### src/rtl/shutdown_pkg.sv
// Shared state encoding and helpers for the power shutdown sequencer.
// Optional abort-from-WARN behaviour is enabled by SHUTDOWN_ABORT_EN (see shutdown_fsm).
package shutdown_pkg;

  localparam logic [1:0] RUN_CODE      = 2'd0;
  localparam logic [1:0] DEBOUNCE_CODE = 2'd1;
  localparam logic [1:0] WARN_CODE     = 2'd2;
  localparam logic [1:0] OFF_CODE      = 2'd3;

  typedef enum logic [1:0] {
    ST_RUN      = RUN_CODE,
    ST_DEBOUNCE = DEBOUNCE_CODE,
    ST_WARN     = WARN_CODE,
    ST_OFF      = OFF_CODE
  } sd_state_e;

  // Counter must reach max(a,b)-1 without wrapping.
  function automatic int cnt_width(input int a, input int b);
    int m;
    m = (a > b) ? a : b;
    return (m <= 2) ? 1 : $clog2(m);
  endfunction

endpackage

### src/rtl/sd_timer.sv
// Shared cycle counter for DEBOUNCE and WARN: clear, saturating increment,
// and terminal-count compare against a caller-selected last value.
module sd_timer #(
  parameter int W = 3
) (
  input  logic         clk,
  input  logic         rst_n,
  input  logic         clr_i,
  input  logic         inc_i,
  input  logic [W-1:0] last_i,
  output logic         tc_o
);

  logic [W-1:0] cnt_q;

  always_ff @(posedge clk) begin
    if (!rst_n) begin
      cnt_q <= '0;
    end else if (clr_i) begin
      cnt_q <= '0;
    end else if (inc_i && (cnt_q != last_i)) begin
      cnt_q <= cnt_q + 1'b1;
    end
  end

  assign tc_o = (cnt_q == last_i);

endmodule

### src/rtl/shutdown_fsm.sv
// Power shutdown sequencer: debounced request -> host warning -> power off.
// Define SHUTDOWN_ABORT_EN to let a dropped request in WARN abort back to RUN.
//
// state    | meaning
// RUN      | powered, idle, waiting for req_sync
// DEBOUNCE | req_sync seen, counting consecutive high samples
// WARN     | warn_irq raised, waiting for host_ack or grace expiry
// OFF      | power removed; terminal until reset
module shutdown_fsm
  import shutdown_pkg::*;
#(
  parameter int DEBOUNCE_CYCLES = 4,
  parameter int GRACE_CYCLES    = 1024
) (
  input  logic       clk,
  input  logic       rst_n,
  input  logic       req_sync,
  input  logic       host_ack,
  output logic       pwr_en,
  output logic       warn_irq,
  output logic       shutdown_done,
  output logic       timeout,
  output logic [1:0] state_o
);

  localparam int CNT_W = cnt_width(DEBOUNCE_CYCLES, GRACE_CYCLES);
  localparam logic [CNT_W-1:0] DB_LAST = CNT_W'(DEBOUNCE_CYCLES - 1);
  localparam logic [CNT_W-1:0] GR_LAST = CNT_W'(GRACE_CYCLES - 1);

  sd_state_e        state_q, state_d;
  logic             pwr_en_q, warn_q, done_q, timeout_q, timeout_d;
  logic             tmr_clr, tmr_inc, tmr_tc;
  logic [CNT_W-1:0] tmr_last;

  assign tmr_last = (state_q == ST_WARN) ? GR_LAST : DB_LAST;

  sd_timer #(.W(CNT_W)) u_timer (
    .clk    (clk),
    .rst_n  (rst_n),
    .clr_i  (tmr_clr),
    .inc_i  (tmr_inc),
    .last_i (tmr_last),
    .tc_o   (tmr_tc)
  );

  always_comb begin
    state_d   = state_q;
    timeout_d = 1'b0;
    tmr_clr   = 1'b0;
    tmr_inc   = 1'b0;
    case (state_q)
      ST_RUN: begin
        if (req_sync) begin
          state_d = ST_DEBOUNCE;
          tmr_clr = 1'b1;
        end
      end
      ST_DEBOUNCE: begin
        if (!req_sync) begin
          state_d = ST_RUN;
          tmr_clr = 1'b1;
        end else if (tmr_tc) begin
          state_d = ST_WARN;
          tmr_clr = 1'b1;
        end else begin
          tmr_inc = 1'b1;
        end
      end
      ST_WARN: begin
        // host_ack wins over both abort and grace expiry
        if (host_ack) begin
          state_d = ST_OFF;
          tmr_clr = 1'b1;
        end
`ifdef SHUTDOWN_ABORT_EN
        else if (!req_sync) begin
          state_d = ST_RUN;
          tmr_clr = 1'b1;
        end
`endif
        else if (tmr_tc) begin
          state_d   = ST_OFF;
          timeout_d = 1'b1;
          tmr_clr   = 1'b1;
        end else begin
          tmr_inc = 1'b1;
        end
      end
      ST_OFF: begin
        timeout_d = timeout_q;
      end
      default: begin
        state_d = ST_RUN;
      end
    endcase
  end

  always_ff @(posedge clk) begin
    if (!rst_n) begin
      state_q   <= ST_RUN;
      pwr_en_q  <= 1'b1;
      warn_q    <= 1'b0;
      done_q    <= 1'b0;
      timeout_q <= 1'b0;
    end else begin
      state_q   <= state_d;
      pwr_en_q  <= (state_d != ST_OFF);
      warn_q    <= (state_d == ST_WARN);
      done_q    <= (state_d == ST_OFF);
      timeout_q <= timeout_d;
    end
  end

  assign pwr_en        = pwr_en_q;
  assign warn_irq      = warn_q;
  assign shutdown_done = done_q;
  assign timeout       = timeout_q;
  assign state_o       = state_q;

endmodule
### config.mk
export PLATFORM = sky130hd
export DESIGN_NAME = shutdown_fsm
export DESIGN_NICKNAME = d
export VERILOG_FILES = /design/src/rtl/shutdown_pkg.sv /design/src/rtl/sd_timer.sv /design/src/rtl/shutdown_fsm.sv
export SDC_FILE = /design/constraint.sdc
export NUM_CORES = 1
export LEC_CHECK = 0
export BUFFER_PORTS_ARGS = -buffer_cell sky130_fd_sc_hd__buf_2
export CORE_MARGIN = 4
export CORE_UTILIZATION = 50
export CTS_CLUSTER_DIAMETER = 30
export DETAILED_ROUTE_END_ITERATION = 7
export GPL_TIMING_DRIVEN = 0
export PLACE_DENSITY = 0.74
export SLEW_MARGIN = 15
export SYNTH_ARGS = -nofsm -noshare
export SYNTH_HDL_FRONTEND = slang
export SYNTH_SLANG_ARGS = --single-unit
### constraint.sdc
create_clock -name clk -period 2.2 [get_ports clk]
set_input_delay 0.22 -clock clk [delete_from_list [all_inputs] [get_ports clk]]
set_output_delay 0.22 -clock clk [all_outputs]
set_load 0.03 [all_outputs]
Word level (Yosys, flattened, before mapping)
Cells that the tools add are included.
{"block": "word_totals", "regBits": 16, "latchBits": 0, "ram_bits": 0, "rom_bits": 0, "in_bits": 4, "out_inout_bits": 6, "elab_cells": 37, "n_memories": 0}
{"block": "op_classes", "addsub": 1, "multipliers": 0, "n_div": 0, "n_lt_le_gt_ge": 0, "n_eq_ne": 8, "n_shift": 0, "muxes": 18, "bitwise": 1, "reduce_logical": 3}
{"operator": "$add A10 B1 Y10 const B", "n": 1}
{"operator": "$eq A10 B10 Y1", "n": 1}
{"operator": "$mux W10", "n": 1}
{"operator": "$mux W2", "n": 5}
{"operator": "$ne A10 B10 Y1", "n": 1}
{"operator": "$eq A2 B2 Y1 const B", "n": 4}
{"operator": "$mux W1", "n": 8}
{"operator": "$pmux W2 S3", "n": 1}
{"operator": "$pmux W1 S2", "n": 2}
{"operator": "$pmux W1 S3", "n": 1}
{"operator": "$eq A2 B1 Y1 const B", "n": 1}
{"operator": "$logic_not A2 Y1", "n": 1}
{"operator": "$ne A2 B2 Y1 const B", "n": 1}
{"operator": "$reduce_or A2 Y1", "n": 1}
{"operator": "$logic_and A1 B1 Y1", "n": 1}
{"operator": "$not A1 Y1", "n": 1}

Logic depth before layout (Yosys ltp)
Gate-level depths: netlist of run 1.
{"block": "depth", "ltp_word": 7, "mapped_depth": 9}

Modules after synthesis
A second synthesis of run 1 with hierarchy kept.
{"block": "hier_totals", "cells_unflattened": 118, "hier_area_um2": 1017.2}
{"mod": "sd_timer", "n_inst": 1, "cells_each": 75, "area_per_inst_um2": 631.9}
{"mod": "shutdown_fsm", "n_inst": 1, "cells_each": 43, "area_per_inst_um2": 385.4}

Least setup slack after synthesis of run 1
No wires, ideal clock.
{"block": "synth_path", "kind": "register -> register", "from": "register state_q[0], in the netlist state_o[0]", "to": "register u_timer.cnt_q[8]", "arrival_ns": 1.971, "required_ns": 2.134, "slack_ns": 0.163, "path_stages_with_launch": 9, "synth_period_minus_slack_ns": 2.037, "path_cell_list": "dfxtp_1 -> inv_1 -> ha_1 -> and2_1 -> nand4_2 -> buf_6 -> nand3_2 -> or3_1 -> a21oi_2"}
{"block": "synth_via", "elab_chain_cells": 7}
{"element": "start: declaration", "line": "shutdown_fsm.sv:30", "text": "sd_state_e state_q, state_d;"}
{"element": "start signal: assignment", "line": "shutdown_fsm.sv:106", "text": "state_q <= state_d;"}
{"element": "$eq A2 B2 Y1", "line": "shutdown_fsm.sv:35, shutdown_fsm.sv:51"}
{"element": "$mux W10", "line": "shutdown_fsm.sv:35", "text": "assign tmr_last = (state_q == ST_WARN) ? GR_LAST : DB_LAST;"}
{"element": "$eq A10 B10 Y1", "line": "sd_timer.sv:26", "text": "assign tc_o = (cnt_q == last_i);"}
{"element": "$mux W1", "line": "shutdown_fsm.sv:62, shutdown_fsm.sv:81"}
{"element": "$mux W1, on equally long branches", "line": "shutdown_fsm.sv:71, shutdown_fsm.sv:59"}
{"element": "$pmux W1 S3 / $pmux W1 S2 (equally long branches)", "line": "shutdown_fsm.sv:51", "text": "case (state_q)"}
{"element": "$reduce_or A2 Y1 (no line) / $logic_and A1 B1 Y1 (equally long branches)"}
{"element": "end signal: assignment", "line": "sd_timer.sv:22", "text": "cnt_q <= cnt_q + 1'b1;"}
{"element": "end: declaration", "line": "sd_timer.sv:14", "text": "logic [W-1:0] cnt_q;"}
Parallel ways exist; a longest one is shown, timed or not.
A chain may end at the register's enable or synchronous reset.

Worst setup path after layout of run 1
{"block": "layout_path", "from": "register state_q[0], in the netlist state_o[0]", "to": "register u_timer.cnt_q[5]"}
Same word-level chain as after synthesis.

==> impl_metrics.csv, run 1 <==
group,metric,value,unit
run_status,status,"finished clean",
timing,layout_min_cycle_time,1.936,ns
worst_setup_path,path_max_fanout,10,
floorplan,std_cell_rows,15,
cells_and_area,final_nets,130,
floorplan,core_area,0.001764,mm^2
cells_and_area,synthToLayoutAreaGrowth,12.01,%
clock_network,postCtsResizedCells,0,
clock_network,cts_setup_buffers,0,
placed_design,io_buffers,9,
floorplan,chipHeight,51.55,um
floorplan,io_pins,10,
cells_and_area,multi_input_area,575.6,um^2
timing,fin_worst_skew,0.0007145,ns
worst_hold_path,hold_path_class,"in2reg",
yosys,synth_cells,106,
detailed_routing,final_antenna_net_count,0,
clock_network,cts_sinks,16,
worst_setup_path,critPathLaunchType,"flip-flop",
detailed_routing,initialDrtViolationCount,10,
clock_network,max-clock-path-buffers,2,
yosys,ys_warn_count,0,
pwr,peakVddDrop,0.3192,mV
detailed_routing,num_vias,791,
global_route,grt_max_degree,11,
timing,grt_setup_unrepaired,"no",
cells_and_area,diodes,0,
placed_design,gp_congestion,0.7769,
detailed_routing,dr.pass1.iters,4,
clock_network,cts_hold_repair.buffers,0,
global_route,antenna_found_initial,0,
cells_and_area,n_fill_cell,170,
global_route,grt_pass1_wl,3.374,mm
pwr,p_leak,0.0004361,uW
timing,hold_viol,0,
floorplan,start_util,53.76,%
worst_setup_path,path_class,"reg2reg",
worst_setup_path,cp.arrival,2.17,ns
pwr,cellPowerDensity,517.8,mW/mm^2
floorplan,dieArea,0.002657,mm^2
placed_design,dp.final_hpwl,1.380,mm
yosys,synth_area,948.4,um^2
yosys,yosysSeqAreaShare,33.77,%
run,max-cap-violations,0,
detailed_routing,viasPerCell,5.493,
yosys,netlist_top_cells_area,"dfxtp_1 (34%), ha_1 (7.9%), nand4_1 (4.0%), nor2_1 (4.0%), xor2_1 (3.7%)",
cells_and_area,seqCellArea,321.6,um^2
pwr,total_power,550.1,uW
yosys,yosys_most_used_dff,"dfxtp_1",
yosys,synth_top_area_cell,"dfxtp_1",
detailed_routing,drt-wirelength-per-cell,13.13,um
yosys,synth_seq_cells,16,
timing,worst_slew_pin_slew,0.2651,ns
worst_setup_path,cp.required,2.44,ns
timing,fmax,516.6,MHz
clock_network,cts_tree,"built",
global_route,grt_pass1_vias,765,
yosys,syn_nets,116,
global_route,grt.total_usage,16.64,%
clock_network,cts_buffers,3,
yosys,ys_types,38,
detailed_routing,wl,1.891,mm
global_route,grt_overflow,0,
floorplan,die_w,51.55,um
timing,relSlewSlack,82.33,%
yosys,syn_area_per_cell,8.947,um^2
timing,finalSetupTns,0,ns
clock_network,cts-htree-levels,1,
yosys,synth_edf_count,0,
clock_network,clkSlewWorstSetupHoldPaths,0.10,ns
clock_network,cts-root-buf,"clkbuf_4",
timing,period_share,87.99,%
timing,setup_viol_count_final,0,
clock_network,clock_latency,0.29,ns
yosys,synthDominantCellAreaShare,33.77,%
detailed_routing,drc,0,
worst_setup_path,end_kind,"flip-flop",
cells_and_area,drive_gt1_share,25.21,%
yosys,synthArstFlopShare,0,%
timing,final_max_slew_viol_count,0,
critical path, stage by stage (launching register included):
cell and delay (ns):
dfxtp_2 0.43, inv_1 0.09, ha_1 0.27, and2_1 0.19, nand4_2 0.10, buf_6 0.14, nand3_1 0.11, a211o_1 0.27
buf_4 0.17, nor2_1 0.11
path summary, 6_finish.rpt:
path	startpoint	end	slack (ns)	cells past startpoint
hold reg to reg	u_timer.cnt_q[7]	u_timer.cnt_q[7]	0.50	2
setup reg to reg	state_o[0]	u_timer.cnt_q[5]	0.26	9
hold / removal	rst_n	state_o[0]	0.20	2
setup / recovery	state_o[0]	u_timer.cnt_q[5]	0.26	9
cells in the final DEF, fill, tap and decap left out, drive strengths merged:
| cell | synthesis | layout |
|---|---|---|
| dfxtp | 16 | 16 |
| buf | 3 | 12 |
| nor2 | 10 | 10 |
| a21oi | 8 | 8 |
| nand4 | 7 | 7 |
| nand2 | 7 | 7 |
| inv | 7 | 7 |
| ha | 6 | 6 |
| o21ai | 5 | 5 |
| xor2 | 4 | 4 |
| clkbuf | 0 | 4 |
| and2 | 3 | 3 |
| nand3 | 3 | 3 |
| and3 | 3 | 3 |
| nor4 | 2 | 2 |
| a22oi | 2 | 2 |
| a211o | 2 | 2 |
| o31ai | 2 | 2 |
| or4 | 2 | 2 |
| xnor2 | 2 | 2 |
| nor2b | 2 | 2 |
| a21boi | 1 | 1 |
| and4 | 1 | 1 |
| o221a | 1 | 1 |
| o221ai | 1 | 1 |
| a21o | 1 | 1 |
| o211a | 1 | 1 |
| nand2b | 1 | 1 |
| mux2i | 1 | 1 |
| or3 | 1 | 1 |
| and4bb | 1 | 1 |
power breakdown:
| part | switching (uW) | leakage (uW) | total (uW) | internal [uW] |
|---|---|---|---|---|
| Combinational | 32.2 | 0.000286 | 52.6 | 20.4 |
| Clock | 100 | 0.0000210 | 201 | 101 |
| Sequential | 4.32 | 0.000129 | 296 | 292 |
state kept, by name (all words and copies together) (netlist names):
signal,count
u_timer.cnt_q,10
state_o,2
pwr_en,1
shutdown_done,1
timeout,1
warn_irq,1
synthesized netlist by cell type (2+ instances only):
| library cell | count |
|---|---|
| inv_1 | 5 |
| o21ai_0 | 5 |
| a21oi_2 | 3 |
| dfxtp_1 | 16 |
| nand4_1 | 6 |
| and2_1 | 3 |
| a22oi_1 | 2 |
| o31ai_1 | 2 |
| nor4_1 | 2 |
| xor2_1 | 4 |
| and3_1 | 2 |
| nand3_1 | 2 |
| xnor2_1 | 2 |
| nand2_1 | 6 |
| inv_2 | 2 |
| a211o_1 | 2 |
| or4_1 | 2 |
| a21oi_1 | 5 |
| buf_4 | 2 |
| ha_1 | 6 |
| nor2_1 | 10 |
layer usage:
metal  track usage (%)  wire length (um)  up-vias
met2             25.21               871       15
met5                 0                 0        -
met1             22.64               932      367
li1                  -                 -      407
met4             6.550                16        0
met3             4.011                71        2
logic make-up after synthesis:
family          count (synthesis)  share of synthesized area (%)
simple gates                   43                          27.44
compound gates                 24                          18.73
fa+ha+maj                       6                          7.915
xor+xnor                        6                          5.541
mux                             1                          1.055
buf+inv                        10                          5.541
flops                          16                          33.77
layout make-up:
| type | count | share of cell area [%] |
|---|---|---|
| buffer | 3 | 2.473 |
| clock buffer | 4 | 3.416 |
| inverter | 7 | 2.473 |
| multi-input combinational | 80 | 54.18 |
| sequential | 16 | 30.27 |
| tap | 25 | 2.945 |
| timing repair buffer | 9 | 4.240 |
through the flow:
step / util [%] / setup WS, ns / instances / hold WS [ns] / instance area [um^2]
global placement: 58.09 / 0.2344 / 140 / 0.4774 / 1025
CTS: 60.14 / 0.1616 / 144 / 0.1891 / 1061
global route: 60.21 / 0.1213 / 144 / 0.2052 / 1062
floorplan: - / 0.1630 / 106 / 0.3417 / 948.4
detailed placement: 58.09 / 0.1977 / 140 / 0.4928 / 1025
finish: 60.21 / 0.2642 / 144 / 0.1975 / 1062
Power figures use the tool's default switching activity.
==> inputs of run 2 (changes only) <==
ABC_AREA = 1   (was default)
CTS_CLUSTER_SIZE = 30   (was default)
PLACE_DENSITY = 0.73   (was 0.74)
==> impl_metrics.csv, run 2 <==
group,metric,value,unit
global_route,antenna_found_initial,0,
worst_setup_path,r2r-start,"state_o[0]",
floorplan,start_util,55.28,%
timing,final_max_slew_viol_count,0,
worst_setup_path,critPathLaunch,"state_o[0]",
detailed_routing,dr.pass1.iters,4,
clock_network,postCtsResizedCells,0,
yosys,synth_top_area_cell,"dfxtp_1",
global_route,grt_pass1_wl,3.429,mm
worst_setup_path,end_kind,"flip-flop",
detailed_routing,initialDrtViolationCount,12,
clock_network,clock_latency,0.30,ns
clock_network,cts-htree-levels,1,
detailed_routing,num_vias,911,
timing,layout_min_cycle_time,1.925,ns
timing,grt_setup_unrepaired,"no",
cells_and_area,final_util,61.60,%
clock_network,cts_setup_buffers,0,
run,max-cap-violations,0,
cells_and_area,fin_cells,192,
detailed_routing,viasPerCell,4.745,
worst_setup_path,worst-r2r-cell-count,13,
worst_setup_path,timing.rr.end,"u_timer.cnt_q[7]",
timing,period_share,87.51,%
run_status,status,"finished clean",
worst_setup_path,path_class,"reg2reg",
floorplan,chipHeight,52.63,um
yosys,synth_area,996.0,um^2
cells_and_area,synthToLayoutAreaGrowth,11.43,%
clock_network,cts_buffers,3,
timing,worst_slew_pin_slew,0.3508,ns
cells_and_area,largest_register,"u_timer.cnt_q",
yosys,yosysSeqAreaShare,32.16,%
pwr,cellPowerDensity,495.1,mW/mm^2
placed_design,dp.final_hpwl,1.444,mm
cells_and_area,final_nets,178,
timing,fin_ws,0.2747,ns
global_route,grt_max_degree,11,
clock_network,cts_hold_repair.buffers,0,
placed_design,gp_congestion,0.8549,
floorplan,io_pins,10,
placed_design,numPlacedInstances,188,
yosys,post-synth-top-count-cell,"nand2_1",
clock_network,max-clock-path-buffers,2,
yosys,syn_area_per_cell,6.467,um^2
clock_network,cts_sinks,16,
cells_and_area,final_common_cell,"nand2_1",
worst_setup_path,cp.arrival,2.12,ns
yosys,ys_warn_count,0,
global_route,grt.total_usage,17.28,%
yosys,synthArstFlopShare,0,%
placed_design,post-place-ws,0.1680,ns
worst_setup_path,path_max_fanout,10,
yosys,ys_types,20,
yosys,synth_top_family_by_area,"simple AND/OR/NAND/NOR gates",
timing,fmax,519.4,MHz
clock_network,clkSlewWorstSetupHoldPaths,0.10,ns
detailed_routing,drc,0,
yosys,synth_compound_area_share,6.281,%
worst_setup_path,cp.required,2.40,ns
yosys,synthDominantCellAreaShare,32.16,%
yosys,syn_nets,164,
timing,relSlewSlack,76.40,%
floorplan,core_area,0.001802,mm^2
floorplan,dieArea,0.002770,mm^2
yosys,synth_cells,154,
yosys,synth-simple-area-share,36.93,%
cells_and_area,drive_gt1_share,13.17,%
timing,setup_viol_count_final,0,
worst_hold_path,hold_path_class,"in2reg",
floorplan,die_w,52.63,um
yosys,yosys-top-cells-count,"nand2_1 (49), inv_1 (25), nor2_1 (21)",
yosys,synth_edf_count,0,
global_route,grt_overflow,0,
clock_network,cts-root-buf,"clkbuf_4",
cells_and_area,diodes,0,
cells_and_area,final_cell_mix,"nand2_1 (49), inv_1 (25), nor2_1 (21)",
floorplan,std_cell_rows,15,
yosys,synth_fa_ha_area_share,7.538,%
worst_setup_path,reg2reg_slack,0.27,ns
worst_hold_path,min_to,"state_o[0]",
timing,hold_viol,0,
yosys,muxShareOfSynthArea,0,%
global_route,grt_pass1_vias,833,
detailed_routing,wl,1.883,mm
detailed_routing,final_antenna_net_count,0,
clock_network,cts_tree,"built",
placed_design,io_buffers,9,
yosys,synth_seq_cells,16,
timing,finalSetupTns,0,ns
pwr,p_leak,0.0005035,uW
yosys,netlist_top_cells_area,"dfxtp_1 (32%), nand2_1 (18%), inv_1 (9.4%), nor2_1 (7.9%), ha_1 (7.5%)",
detailed_routing,drt-wirelength-per-cell,9.807,um
pwr,peakVddDrop,0.3612,mV
worst_hold_path,min_from,"rst_n",
yosys,yosys_most_used_dff,"dfxtp_1",
yosys,synth_xor_xnor_area_share,6.156,%
cells_and_area,largest_register_ffs,10,
worst_setup_path,critPathLaunchType,"flip-flop",
timing,fin_worst_skew,0.001397,ns
worst_hold_path,hold_depth,3,
==> run 2: cell count changes after synthesis, moves of 3 or more <==
cell	delta
nor2_1	+11
o21ai_1	+5
a21oi_2	-3
nand3_1	+3
nand2_1	+43
and2_1	-3
nor3_1	+4
nand4_1	-6
inv_1	+20
o21ai_0	-3
==> run 2: cells by family (layout without fill, tap and decap cells) <==
logic type      Yosys count  in the layout
xor+xnor                  7              7
compound gates           12             12
simple gates             86             86
fa+ha+maj                 6              6
flops                    16             16
buf+inv                  27             40
==> run 2: metal layers <==
metal	share of wire [%]	wire (um)	up-vias	GRT usage, %
met5	0	0	-	0
met1	43	806	390	18.32
met4	2.7	51	0	8.511
li1	-	-	487	-
met3	4.7	89	8	5.983
met2	50	935	26	29.96
==> run 2: area by class of cell <==
type | count | area, um^2
fillers | 184 | 691.9
multi-input cells | 111 | 566.8
flip-flops and latches | 16 | 321.6
inverters | 26 | 97.59
repair buffers | 9 | 45.04
clock buffers | 4 | 36.28
well taps | 25 | 31.28
plain buffers | 1 | 11.26
==> run 2: worst max-delay path by stage <==
| stage | to | slack, ns | depth (start not counted) |
|---|---|---|---|
| floorplan | u_timer.cnt_q[4] | 0.22 | 13 |
| CTS | u_timer.cnt_q[7] | 0.16 | 13 |
| global placement | u_timer.cnt_q[8] | 0.28 | 12 |
| global route | u_timer.cnt_q[7] | 0.07 | 12 |
| detailed placement | u_timer.cnt_q[7] | 0.17 | 12 |
| finish | u_timer.cnt_q[7] | 0.27 | 13 |
==> run 2: where the power goes <==
part / internal [uW] / switching, uW
logic: 16.0 / 31.6
registers: 292 / 4.01
clock network: 101 / 105
total: 409 / 140
==> run 2: per-stage QoR <==
stage / total power (uW) / hold WS [ns] / cell area (um^2)
5_1_grt: 576.5 / 0.1630 / 1110
4_1_cts: 558.2 / 0.1703 / 1109
6_report: 549.4 / 0.1735 / 1110
3_5_place_dp: 350.3 / 0.4991 / 1072
3_3_place_gp: 348.4 / 0.5026 / 1072
2_1_floorplan: 336.0 / 0.3516 / 996.0
==> run 2: critical path, stage by stage, from the launching register on <==
cell and delay, ns:
dfxtp_2 0.41, inv_1 0.09, ha_1 0.27, nor2_1 0.10, nand2_1 0.05, o21ai_1 0.22, nand3_4 0.15, nand2_4 0.14
inv_2 0.06, buf_6 0.14, nand2_1 0.06, o21ai_1 0.06, inv_1 0.05, nor2_1 0.04
==> inputs of run 3 (changes only) <==
MAX_ROUTING_LAYER = met4   (was default)
==> impl_metrics.csv, run 3 (same netlist as run 2, synthesis figures left out) <==
group,metric,value,unit
run_status,status,"finished clean",
cells_and_area,fin_cells,192,
global_route,grt_pass1_wl,3.436,mm
detailed_routing,final_antenna_net_count,0,
floorplan,core_area,0.001802,mm^2
worst_setup_path,path_cells,"inv_1, ha_1, nor2_1, nand2_1, o21ai_1, nand3_4, nand2_4, inv_2, buf_6, nand2_1, o21ai_1, inv_1, nor2_1",
timing,fin_ws,0.2722,ns
clock_network,cts_tree,"built",
clock_network,cts_buffers,3,
cells_and_area,synthToLayoutAreaGrowth,11.43,%
cells_and_area,final_nets,178,
worst_setup_path,cp.arrival,2.13,ns
timing,fin_hold_ws,0.1729,ns
clock_network,clkSlewWorstSetupHoldPaths,0.10,ns
timing,relSlewSlack,76.44,%
worst_setup_path,path_class,"reg2reg",
clock_network,clock_latency,0.30,ns
worst_setup_path,critPathLaunchType,"flip-flop",
worst_setup_path,crit_path_top_delay_cell,"dfxtp_2",
detailed_routing,viasPerCell,4.698,
placed_design,dp.final_hpwl,1.444,mm
floorplan,chipHeight,52.63,um
floorplan,std_cell_rows,15,
run,max-cap-violations,0,
worst_setup_path,cp.required,2.40,ns
timing,period_share,87.63,%
floorplan,die_w,52.63,um
timing,hold_viol,0,
timing,final_max_slew_viol_count,0,
placed_design,io_buffers,9,
detailed_routing,drc,0,
placed_design,numPlacedInstances,188,
global_route,grt_pass1_vias,833,
cells_and_area,largest_register,"u_timer.cnt_q",
detailed_routing,num_vias,902,
timing,finalSetupTns,0,ns
cells_and_area,n_fill_cell,184,
cells_and_area,final_cell_mix,"nand2_1 (49), inv_1 (25), nor2_1 (21)",
cells_and_area,seqCellArea,321.6,um^2
detailed_routing,initialDrtViolationCount,12,
placed_design,gp_congestion,0.8685,
cells_and_area,drive_gt1_share,13.17,%
global_route,grt_max_degree,11,
detailed_routing,drt-wirelength-per-cell,9.781,um
timing,grt_setup_unrepaired,"no",
worst_hold_path,hold_depth,3,
worst_setup_path,path_max_fanout,10,
detailed_routing,dr.pass1.iters,4,
timing,fin_worst_skew,0.001310,ns
global_route,grt.total_usage,17.71,%
clock_network,cts-htree-levels,1,
clock_network,cts_sinks,16,
worst_hold_path,hold_path_class,"in2reg",
global_route,antenna_found_initial,0,
floorplan,start_util,55.28,%
timing,layout_min_cycle_time,1.928,ns
cells_and_area,multi_input_area,566.8,um^2
clock_network,cts-root-buf,"clkbuf_4",
worst_setup_path,end_kind,"flip-flop",
timing,fmax,518.7,MHz
worst_setup_path,worst-r2r-cell-count,13,
worst_setup_path,slowest_delay,0.40,ns
clock_network,cts_setup_buffers,0,
global_route,grt_overflow,0,
cells_and_area,largest_register_ffs,10,
cells_and_area,final_common_cell,"nand2_1",
timing,setup_viol_count_final,0,
clock_network,max-clock-path-buffers,2,
worst_setup_path,reg2reg_slack,0.27,ns
floorplan,io_pins,10,
floorplan,dieArea,0.002770,mm^2
pwr,peakVddDrop,0.3612,mV
cells_and_area,diodes,0,
pwr,cellPowerDensity,495.0,mW/mm^2
pwr,p_leak,0.0005035,uW
timing,worst_slew_pin_slew,0.3502,ns
placed_design,post-place-ws,0.1680,ns
detailed_routing,wl,1.878,mm
[run 3: cell counts in the layout (fill, tap and decap cells not counted)]
No cell type changed its count.
[run 3: path summary, 6_finish.rpt]
| check | start | endpoint |
|---|---|---|
| hold reg to reg | timeout | timeout |
| setup / recovery | state_o[0] | u_timer.cnt_q[7] |
| hold / removal | rst_n | state_o[0] |
| setup reg to reg | state_o[0] | u_timer.cnt_q[7] |
[run 3: layout make-up]
cell class / count / area share (%)
inverter: 26 / 8.794
multi-input combinational: 111 / 51.07
timing repair buffer: 9 / 4.059
tap: 25 / 2.819
clock buffer: 4 / 3.269
buffer: 1 / 1.015
sequential: 16 / 28.97
[run 3: power breakdown]
| part | switching [uW] | internal (uW) | leakage, uW |
|---|---|---|---|
| Sequential | 3.99 | 292 | 0.000129 |
| Combinational | 31.4 | 16.0 | 0.000353 |
| Clock | 105 | 101 | 0.0000210 |
| Total | 140 | 409 | 0.000504 |
[run 3: metrics by stage]
step / cell area [um^2] / util, % / power (uW)
floorplan: 996.0 / - / 336.0
global placement: 1072 / 59.51 / 348.4
detailed placement: 1072 / 59.51 / 350.3
CTS: 1109 / 61.53 / 558.2
global route: 1110 / 61.60 / 576.5
finish: 1110 / 61.60 / 549.3
[run 3: timing repair]
item | in CTS | in global routing
endpoints found under the setup margin | 0 | 10
resized for setup | 0 | 1
hold buffers | 0 | 0
[run 3: critical path: cells and delay by family (launching register included)]
family	cells	cell delay, ns
compound gates	2	0.28
simple gates	6	0.54
buf+inv	4	0.33
fa+ha+maj	1	0.27
flops	1	0.40
[run 3: per-layer routing]
layer	vias up	GRT usage [%]	routed length, um
li1	487	-	-
met1	395	18.32	819
met2	16	29.96	949
met3	4	5.983	76
met4	0	8.511	33
met5	-	-	0
